==> src/rtl/mul_issue.sv <==
// mul_issue: issue stage between decode and a multi-cycle multiplier unit.
// Accepts one request, starts the multiplier, holds the result for writeback,
// handles pipeline flush and a watchdog on multiplier completion.
module mul_issue #(
  parameter int unsigned TIMEOUT = 16
) (
  input  logic        clk,
  input  logic        rst_n,
  input  logic        req_valid,
  output logic        req_ready,
  input  logic [1:0]  req_op,
  input  logic [4:0]  req_rd,
  input  logic [31:0] req_a,
  input  logic [31:0] req_b,
  input  logic        flush,
  output logic        mu_start,
  output logic [31:0] mu_a,
  output logic [31:0] mu_b,
  output logic [1:0]  mu_mulctl,
  input  logic [31:0] mu_mulres,
  input  logic        mu_done,
  output logic        rsp_valid,
  input  logic        rsp_ready,
  output logic [31:0] rsp_data,
  output logic [4:0]  rsp_rd,
  output logic        busy,
  output logic        timeout_err
);

  localparam int unsigned WDW = $clog2(TIMEOUT + 1);

  typedef enum logic [1:0] {IDLE, BUSY, RESP, DRAIN} state_t;

  state_t         state, state_nxt;
  logic           ready_en;
  logic [WDW-1:0] wd_cnt;
  logic           wd_fire;
  logic           accept;
  logic           capture;
  logic           wd_set;

  // Watchdog expires on the TIMEOUT-th waiting cycle; a coincident mu_done wins.
  assign wd_fire = (wd_cnt == WDW'(TIMEOUT - 1)) && !mu_done;

  // Next-state, request handshake and capture strobes.
  always_comb begin
    state_nxt = state;
    req_ready = 1'b0;
    capture   = 1'b0;
    wd_set    = 1'b0;
    case (state)
      IDLE: begin
        req_ready = ready_en && !flush;
        if (req_valid && req_ready) state_nxt = BUSY;
      end
      BUSY: begin
        if (mu_done) begin
          // Flush coinciding with completion discards the result directly.
          capture   = !flush;
          state_nxt = flush ? IDLE : RESP;
        end else if (wd_fire) begin
          wd_set    = 1'b1;
          state_nxt = IDLE;
        end else if (flush) begin
          state_nxt = DRAIN;
        end
      end
      RESP: begin
        if (flush) begin
          state_nxt = IDLE;
        end else if (rsp_ready) begin
          req_ready = ready_en;
          state_nxt = (req_valid && req_ready) ? BUSY : IDLE;
        end
      end
      DRAIN: begin
        if (mu_done) begin
          state_nxt = IDLE;
        end else if (wd_fire) begin
          wd_set    = 1'b1;
          state_nxt = IDLE;
        end
      end
      default: state_nxt = IDLE;
    endcase
    accept = req_valid && req_ready;
  end

  // State register.
  always_ff @(posedge clk or negedge rst_n) begin
    if (!rst_n) state <= IDLE;
    else        state <= state_nxt;
  end

  // Request readiness is withheld until the first edge after reset release.
  always_ff @(posedge clk or negedge rst_n) begin
    if (!rst_n) ready_en <= 1'b0;
    else        ready_en <= 1'b1;
  end

  // Operand latch and one-cycle start pulse to the multiplier.
  always_ff @(posedge clk or negedge rst_n) begin
    if (!rst_n) begin
      mu_start  <= 1'b0;
      mu_a      <= '0;
      mu_b      <= '0;
      mu_mulctl <= '0;
      rsp_rd    <= '0;
    end else begin
      mu_start <= accept;
      if (accept) begin
        mu_a      <= req_a;
        mu_b      <= req_b;
        mu_mulctl <= req_op;
        rsp_rd    <= req_rd;
      end
    end
  end

  // Result capture and registered status outputs.
  always_ff @(posedge clk or negedge rst_n) begin
    if (!rst_n) begin
      rsp_data  <= '0;
      rsp_valid <= 1'b0;
      busy      <= 1'b0;
    end else begin
      if (capture) rsp_data <= mu_mulres;
      rsp_valid <= (state_nxt == RESP);
      busy      <= (state_nxt != IDLE);
    end
  end

  // Watchdog counter: cleared with the start pulse, counts waiting cycles.
  always_ff @(posedge clk or negedge rst_n) begin
    if (!rst_n) begin
      wd_cnt <= '0;
    end else if (accept) begin
      wd_cnt <= '0;
    end else if (state == BUSY || state == DRAIN) begin
      wd_cnt <= wd_cnt + WDW'(1);
    end
  end

  // Sticky timeout flag, cleared only by reset.
  always_ff @(posedge clk or negedge rst_n) begin
    if (!rst_n)      timeout_err <= 1'b0;
    else if (wd_set) timeout_err <= 1'b1;
  end

endmodule

==> config.mk <==
export PLATFORM = sky130hd
export DESIGN_NAME = mul_issue
export DESIGN_NICKNAME = d
export VERILOG_FILES = /design/src/rtl/mul_issue.sv
export SDC_FILE = /design/constraint.sdc
export NUM_CORES = 1
export LEC_CHECK = 0
export ABC_CLOCK_PERIOD_IN_PS = 1500
export CAP_MARGIN = 20
export CORE_MARGIN = 5
export CORE_UTILIZATION = 37
export DETAILED_ROUTE_END_ITERATION = 16
export GPL_TIMING_DRIVEN = 0
export PLACE_DENSITY = 0.76
export REMOVE_ABC_BUFFERS = 1
export SETUP_SLACK_MARGIN = 0.05
export SLEW_MARGIN = 20
export SYNTH_ARGS = -nofsm -noshare
export SYNTH_HDL_FRONTEND = slang
export SYNTH_SLANG_ARGS = --single-unit
==> constraint.sdc <==
create_clock -name clk -period 1.5 [get_ports clk]
set_input_delay 0.375 -clock clk [delete_from_list [all_inputs] [get_ports clk]]
set_output_delay 0.375 -clock clk [all_outputs]
set_load 0.005 [all_outputs]
# == After elaboration in Yosys (flattened, before gate mapping) ==
# Index checks and enable logic that the tools add are counted.
# classes
n_bitwise,0
n_lt_le_gt_ge,0
shifts,0
n_reduce_logical,12
multipliers,0
muxes,21
div_mod_pow,0
n_eq_ne,5
add_sub_neg,1
# ops
operator,n
two-way mux 2 bit,9
two-way mux 5 bit,2
two-way mux 1 bit,8
case mux 2 bit (4 select lines),1
"== test 2 bit, second input constant",3
"adder 5 x 1 -> 5 bit, second input constant",1
"== test 5 x 4 -> 1 bit, second input constant",1
logical AND 1 bit,5
nonzero test 2 bit,2
"== test 2 x 1 -> 1 bit, second input constant",1
zero test 1 bit,2
zero test 2 bit,1
case mux 1 bit (2 select lines),1
OR reduction 2 bit,1
logical OR 1 bit,1
# word_totals
mem_bits_ro,0
inputBits,109
n_memories,0
ff_bits,115
ramBits,0
latchBits,0

# == Longest topological paths before layout ==
# depth
ltp_word,6
depth_mapped,6

# == Least setup slack after synthesis ==
# OpenSTA, ideal clock, no wires.
# synth_path
kind,register to register
start,register state[1]
end,register rsp_data[10]
arrival_ns,1.318
stages_incl_launch_ff,5
period_less_slack_ns,1.443
required_time_ns,1.375
setup_slack_ns,0.057
path_buffers,1
setup_ns,0.125
path_cell_list,dfrtp_1 > nand3b_1 > nor2_1 > buf_4 > mux2_2
# synth_between
elab_chain_cells,2
# synth_rtl
element,line,source
from (decl),34,"state_t state, state_nxt;"
from (signal assigned),92,else state <= state_nxt;
== test 2 x 1 -> 1 bit,51,case (state)
two-way mux 1 bit,51,
to (signal assigned),127,if (capture) rsp_data <= mu_mulres;
to (decl),24,"output logic [31:0] rsp_data,"
# Every way passes these cells.
# A chain may end at the register's enable or synchronous reset.

# == Final worst setup path ==
# layout_path
start,register state[1]
end,output req_ready
# layout_between
elab_chain_cells,2
elab_cells_between_ends,3
classes_between,eq/ne: 1; mux: 1; reduce/logical: 1
# layout_rtl
element,line,source
== test 2 bit / zero test 2 bit (equally long branches),51,
case mux 1 bit (2 select lines) *,51,
to (decl),10,"output logic req_ready,"
# Mark *: on every way between the ends. The rest lies on a longest branch, timed or not.

==> results.tsv <==
metric	value	unit
Buf+Inv Stages, Crit Path	2	
Layout area overhead	81.2	%
port buffer count	216	
Top delay family on crit path	flip-flops	
max incr delay on CP	0.40	ns
Avg Cell Area, Syn	17.3	µm²
Ys Warns	0	
failing checks	negative setup slack	
routability cong.	0.700	
FF/Latch Area	0.00288	mm²
Die Wd	121	µm
first-pass GRT wire length	19600	µm
dpl hpwl	8450	µm
gr usage total	0.178	
number of I/O pins	217	
Die Area	0.0147	mm²
CTS tree	done	
Routed Antenna Nets	0	
total gr overflow	0	
Setup crit end kind	output port	
crit path launch type	register	
asr flop ratio synth	1.00	
Area contributors post-synth	dfrtp_1, mux2_4, mux2_2, buf_6, ha_1	
Layout Nets	653	
diode count	0	
Initial Util	0.380	
CP dominant cell by count	buf_6	
vias per cell	4.57	
drt pass-1 iters	4	
minimum clock period	1.63	ns
Distinct cells, synth	26	
Max FO, Critical Path	3	
Pwr Density	1480	mW/mm²
Root Buffer Master	clkbuf_16	
fin crit share	1.09	
CTS H-tree lvls	4	
RSZ-0062 raised after global routing	yes	
crit path DAT	1.26	ns
WP data required	1.12	ns
CTS Buffer Depth	2	
vias	3297	
worst-path cell chain	buf_6 -> nand2b_4 -> and3_4 -> buf_6	
Min Hold Slack	0.431	ns
Reg clk slew, reported paths	0.05	ns
most instantiated library cell after synthesis	dfrtp_1	
status	complete, but fails checks	
largest net degree at the start of global routing	69	
routed wire length	13800	µm
Tot Pwr	12.3	mW
final worst setup slack	-0.132	ns
Fmax	613	MHz
post-synthesis sequential area ratio	0.628	
slowest cell on the critical path	dfrtp_1	
setup TNS	-6.89	ns
Num CTS Buffers	17	
Std-Cell Core Area	0.0121	mm²
clk_lat worst skew	0.41	ns
synthesized instance count	265	
layout cell share with drive strength beyond 1	0.359	
DRC Markers	0	
initial antenna violation count	0	
top_reg_cell synth	dfrtp_1	
Worst Skew	0.00942	ns
Max-Cap Viols	0	
Post-synth EDFFs	0	
WS Path Type	reg2out	
peak supply drop	0.000814	V
share of the synthesized area in the top cell type	0.628	
post-synthesis register bit count	115	
cell row count	40	
class of the worst hold path	in2reg	
number of global-route vias before repair	3590	
max-slew violations	0	
DR WL/cell	19.1	µm
cell area after synthesis	0.00459	mm²
Filler Cell Count	835	
clock sink total	115	
footprint of the multi-input gates	0.00179	mm²
top cells by count, synth	dfrtp_1, mux2_4, mux2_2	
endpoints failing setup	91	
Final Hold Fails	0	
top cell type by total area after synthesis	dfrtp_1	
Die Span Y	121	µm
leakage	3.94	nW
drt first-iter violations	79	
==> report_power, final <==
| part | switching (mW) | total (mW) | internal (mW) |
|---|---|---|---|
| clock network | 1.30 | 3.94 | 2.65 |
| registers | 0.533 | 4.54 | 4.01 |
| logic | 1.12 | 3.80 | 2.68 |
| total | 2.95 | 12.3 | 9.34 |
==> registers in the layout, indices dropped and copies added (netlist names) <==
signal,cells
mu_b,32
timeout_err,1
rsp_data,32
mu_mulctl,2
rsp_rd,5
ready_en,1
state,2
mu_a,32
mu_start,1
rsp_valid,1
wd_cnt,5
busy,1
==> final cells by class <==
| class | instances | share of cell area |
|---|---|---|
| repair buffers | 268 | 0.341 |
| well taps | 168 | 0.0253 |
| multi-input cells | 137 | 0.216 |
| inverters | 3 | 0.00166 |
| clock inverters | 4 | 0.00843 |
| flip-flops and latches | 115 | 0.346 |
| clock buffers | 27 | 0.0617 |
==> path summary, 6_finish.rpt <==
check,from,to,slack (ns),cells past startpoint
max in group asynchronous,rst_n,rsp_rd[3],0.31,3
min reg2reg,timeout_err,timeout_err,0.48,1
min,rsp_ready,rsp_valid,0.43,3
max reg2reg,state[1],mu_a[16],-0.13,7
max,state[1],req_ready,-0.13,4
min in group asynchronous,rst_n,rsp_data[25],0.50,2
==> per-layer routing <==
layer	GRT usage	share of wire
met5	0	0
met4	0.0742	0.018
met3	0.0876	0.099
met1	0.213	0.40
met2	0.275	0.48
==> cell usage in the layout, fill, tap and decap left out, drive strengths merged, types with 3 or more instances in the layout <==
| cell | instances |
|---|---|
| mux2 | 103 |
| clkbuf | 34 |
| dlygate4sd2 | 16 |
| buf | 50 |
| nand3b | 3 |
| inv | 3 |
| nor2 | 6 |
| dfrtp | 115 |
| clkdlybuf4s15 | 89 |
| nand2 | 6 |
| clkdlybuf4s50 | 105 |
| nand2b | 3 |
==> worst min-delay path, delay by kind of cell <==
family / cells / cell delay (ns)
buffers and inverters: 1 / 0.22
AND/OR/NAND/NOR: 1 / 0.13
AO/OA/AOI/OAI: 1 / 0.06
==> timing repair <==
action                                 in CTS  in global routing
setup endpoints to repair                 220                181
pin swaps                                   4                  1
endpoints found under the hold margin      47                  0
resized for setup                         199                 78
gates cloned                                7                  4
setup buffers                              16                 22
hold buffers                                1                  0
==> cell families after synthesis <==
logic type      synth area share
fa+ha+maj                0.00546
mux                        0.300
buf+inv                   0.0265
xor+xnor                 0.00573
flops                      0.628
other cells             0.000818
compound gates           0.00846
simple gates              0.0259
==> metrics by stage <==
step	setup slack, ns	cell area [µm²]	util	instances
6_report	-0.132	8310	0.689	722
5_1_grt	-0.191	8310	0.689	722
4_1_cts	-0.159	7930	0.658	696
3_5_place_dp	-1.09	6950	0.576	641
3_3_place_gp	-4.30	6850	0.568	637
2_1_floorplan	-2.11	4480	-	253
(Power assumes the default switching activity.)
==> RTL change (config.mk and constraints unchanged) <==
Reset style: synchronous (`rst_n`), changed in 6 clocked blocks.
--- a/src/rtl/mul_issue.sv
+++ b/src/rtl/mul_issue.sv
@@ -87,19 +87,19 @@
   end
 
   // State register.
-  always_ff @(posedge clk or negedge rst_n) begin
+  always_ff @(posedge clk) begin
     if (!rst_n) state <= IDLE;
     else        state <= state_nxt;
   end
 
   // Request readiness is withheld until the first edge after reset release.
-  always_ff @(posedge clk or negedge rst_n) begin
+  always_ff @(posedge clk) begin
     if (!rst_n) ready_en <= 1'b0;
     else        ready_en <= 1'b1;
   end
 
   // Operand latch and one-cycle start pulse to the multiplier.
-  always_ff @(posedge clk or negedge rst_n) begin
+  always_ff @(posedge clk) begin
     if (!rst_n) begin
       mu_start  <= 1'b0;
       mu_a      <= '0;
@@ -118,7 +118,7 @@
   end
 
   // Result capture and registered status outputs.
-  always_ff @(posedge clk or negedge rst_n) begin
+  always_ff @(posedge clk) begin
     if (!rst_n) begin
       rsp_data  <= '0;
       rsp_valid <= 1'b0;
@@ -131,7 +131,7 @@
   end
 
   // Watchdog counter: cleared with the start pulse, counts waiting cycles.
-  always_ff @(posedge clk or negedge rst_n) begin
+  always_ff @(posedge clk) begin
     if (!rst_n) begin
       wd_cnt <= '0;
     end else if (accept) begin
@@ -142,7 +142,7 @@
   end
 
   // Sticky timeout flag, cleared only by reset.
-  always_ff @(posedge clk or negedge rst_n) begin
+  always_ff @(posedge clk) begin
     if (!rst_n)      timeout_err <= 1'b0;
     else if (wd_set) timeout_err <= 1'b1;
   end
Formal check against the unedited RTL: differs if rst_n is asserted again (counterexample within 4 cycles, from zero or initial values and one cycle with rst_n low); with rst_n held inactive, the same outputs for 10 cycles.
==> RTL change against the unedited design <==
  * The run still ends with setup timing left
  * Highest routed layer unchanged
  * Die area fell by 5.1%
  * Routed wire length increased by 10%
  * Global-route usage up 3.2 points
  * Synthesized area is 5.5% lower
  * Non-clock buffer count shrank 38
  * Cell area decreased by 12%
  * Setup slack gained 120 ps
  * Clock skew decreased by 5.1 ps
  * Sequential cell count unchanged
Power is not compared: it rests on default switching activity, and its combinational part moved more than twofold at a synthesized area within 25%.
==> RTL change: results (changes against the unedited design) <==
cp.arrival_ps: 1130  # was 1260 ps
wl_met2_um: 7738  # was 6652 um
drtIter0Drc: 273  # was 79
wl_met1_um: 5994  # was 5543 um
synthAdderAreaFrac: 0.005777  # was 0.005457
wl_um: 15220  # was 13,810 um
fin_ws_ps: -9.148  # was -132.3 ps
synth_cell_type_count: 29  # was 26
gp_congestion: 0.7409  # was 0.6996
dr_wl_met3_um: 1215  # was 1363 um
synthXorXnorAreaFrac: 0.006066  # was 0.005730
grt_pass1_wl_um: 24120  # was 19,640 um
place_inst: 827  # was 641
status: "finished, violations left"  # unchanged
crit_fanout: 7  # was 3
synth-compound-area-share: 0.2137  # was 0.008458
place_hpwl_um: 9407  # was 8445 um
whs_ps: 451.3  # was 431.0 ps
synth_mux_area_frac: 0.002311  # was 0.2996
synthArstFlopShare: 0  # was 1.000
synth_cells: 515  # was 265
viasPerCell: 5.232  # was 4.566
hp-class: "flop to flop"  # was primary input to flop
yosysSeqAreaShare: 0.5315  # was 0.6276
setup_viol: 1  # was 91
synth_area_leaders: "dfxtp_1, a21oi_1, nand3_1"  # was dfrtp_1, mux2_4, mux2_2
rrSetupSlack_ps: 30  # was -130 ps
grt_max_degree: 59  # was 69
grt_usage: 0.2101  # was 0.1785
route.detailed.wl_per_inst_um: 17.45  # was 19.13 um
violations: "setup timing"  # unchanged
synthFlopType: "dfxtp_1"  # was dfrtp_1
skew_ps: 4.361  # was 9.423 ps
firstDrtPassIters: 4  # unchanged
postPlaceCellArea_sq_um: 6504  # was 6952 sq um
RTL change: cell types whose count changed after synthesis, moves of 6 or more:
cell,delta
buf_2,+18
nand2_1,+61
mux2_2,-46
dfrtp_1,-115
clkbuf_2,+6
o21ai_1,+7
clkbuf_1,+13
mux2_4,-57
nand3_1,+71
dfxtp_1,+115
o21ai_0,+64
a21oi_1,+105
RTL change: power groups by stage:
stage          combinational (mW)  clock, mW  sequential, mW
3_5_place_dp                0.705          0            3.24
4_1_cts                     0.688       4.51            3.17
3_3_place_gp                0.668          0            3.24
2_1_floorplan               0.175          0            3.24
6_report                    0.712       4.45            3.17
5_1_grt                     0.766       4.67            3.18
RTL change: cell type report:
type                            count  area, sq um
Clock buffer                       20        456.7
Clock inverter                     12        202.7
Fill cell                         977         4172
Inverter                            3        37.54
Multi-Input combinational cell    349         1916
Sequential cell                   115         2316
Tap cell                          143        178.9
Timing Repair Buffer              230         2188
RTL change: critical path: stages, from the launching register on:
cell and delay [ps]:
dfxtp_4 380, nor2_4 90, and3_4 180, buf_6 90
RTL change: path summary, 6_finish.rpt:
check,start,endpoint,cells past startpoint
max,state[0],req_ready,3
min,rsp_data[10],rsp_data[10],2
max reg2reg,state[0],mu_a[7],4
min reg2reg,rsp_data[10],rsp_data[10],2
RTL change: layer usage:
| metal | vias to the layer above | GRT usage |
|---|---|---|
| li1 | 2201 | - |
| met1 | 2165 | 0.2360 |
| met2 | 177 | 0.3632 |
| met3 | 19 | 0.07593 |
| met4 | 0 | 0.08029 |
| met5 | - | 0 |
RTL change: what timing repair did:
item	4_1_cts	5_1_grt
gates resized for setup	133	34
pin swaps	2	10
setup endpoints to repair	220	97
cloned	4	0
buffers inserted	6	3
RTL change: cells by family (layout without fill, tap and decap cells):
| kind of cell | after synthesis | after routing |
|---|---|---|
| and+or+nand+nor | 156 | 160 |
| adders and majority gates | 2 | 2 |
| DFF | 115 | 115 |
| AOI/OAI and AO/OA | 183 | 183 |
| xor gates and xnor gates | 3 | 3 |
| buffers and inverters | 55 | 265 |
| muxes | 1 | 1 |
RTL change: stage by stage:
stage | TNS [ps] | worst slack (ps)
2_1_floorplan | -84700 | -1261
6_report | -9.148 | -9.148
4_1_cts | -53.80 | -53.80
3_5_place_dp | -74100 | -925.7
5_1_grt | -663.4 | -55.60
3_3_place_gp | -250170 | -3157
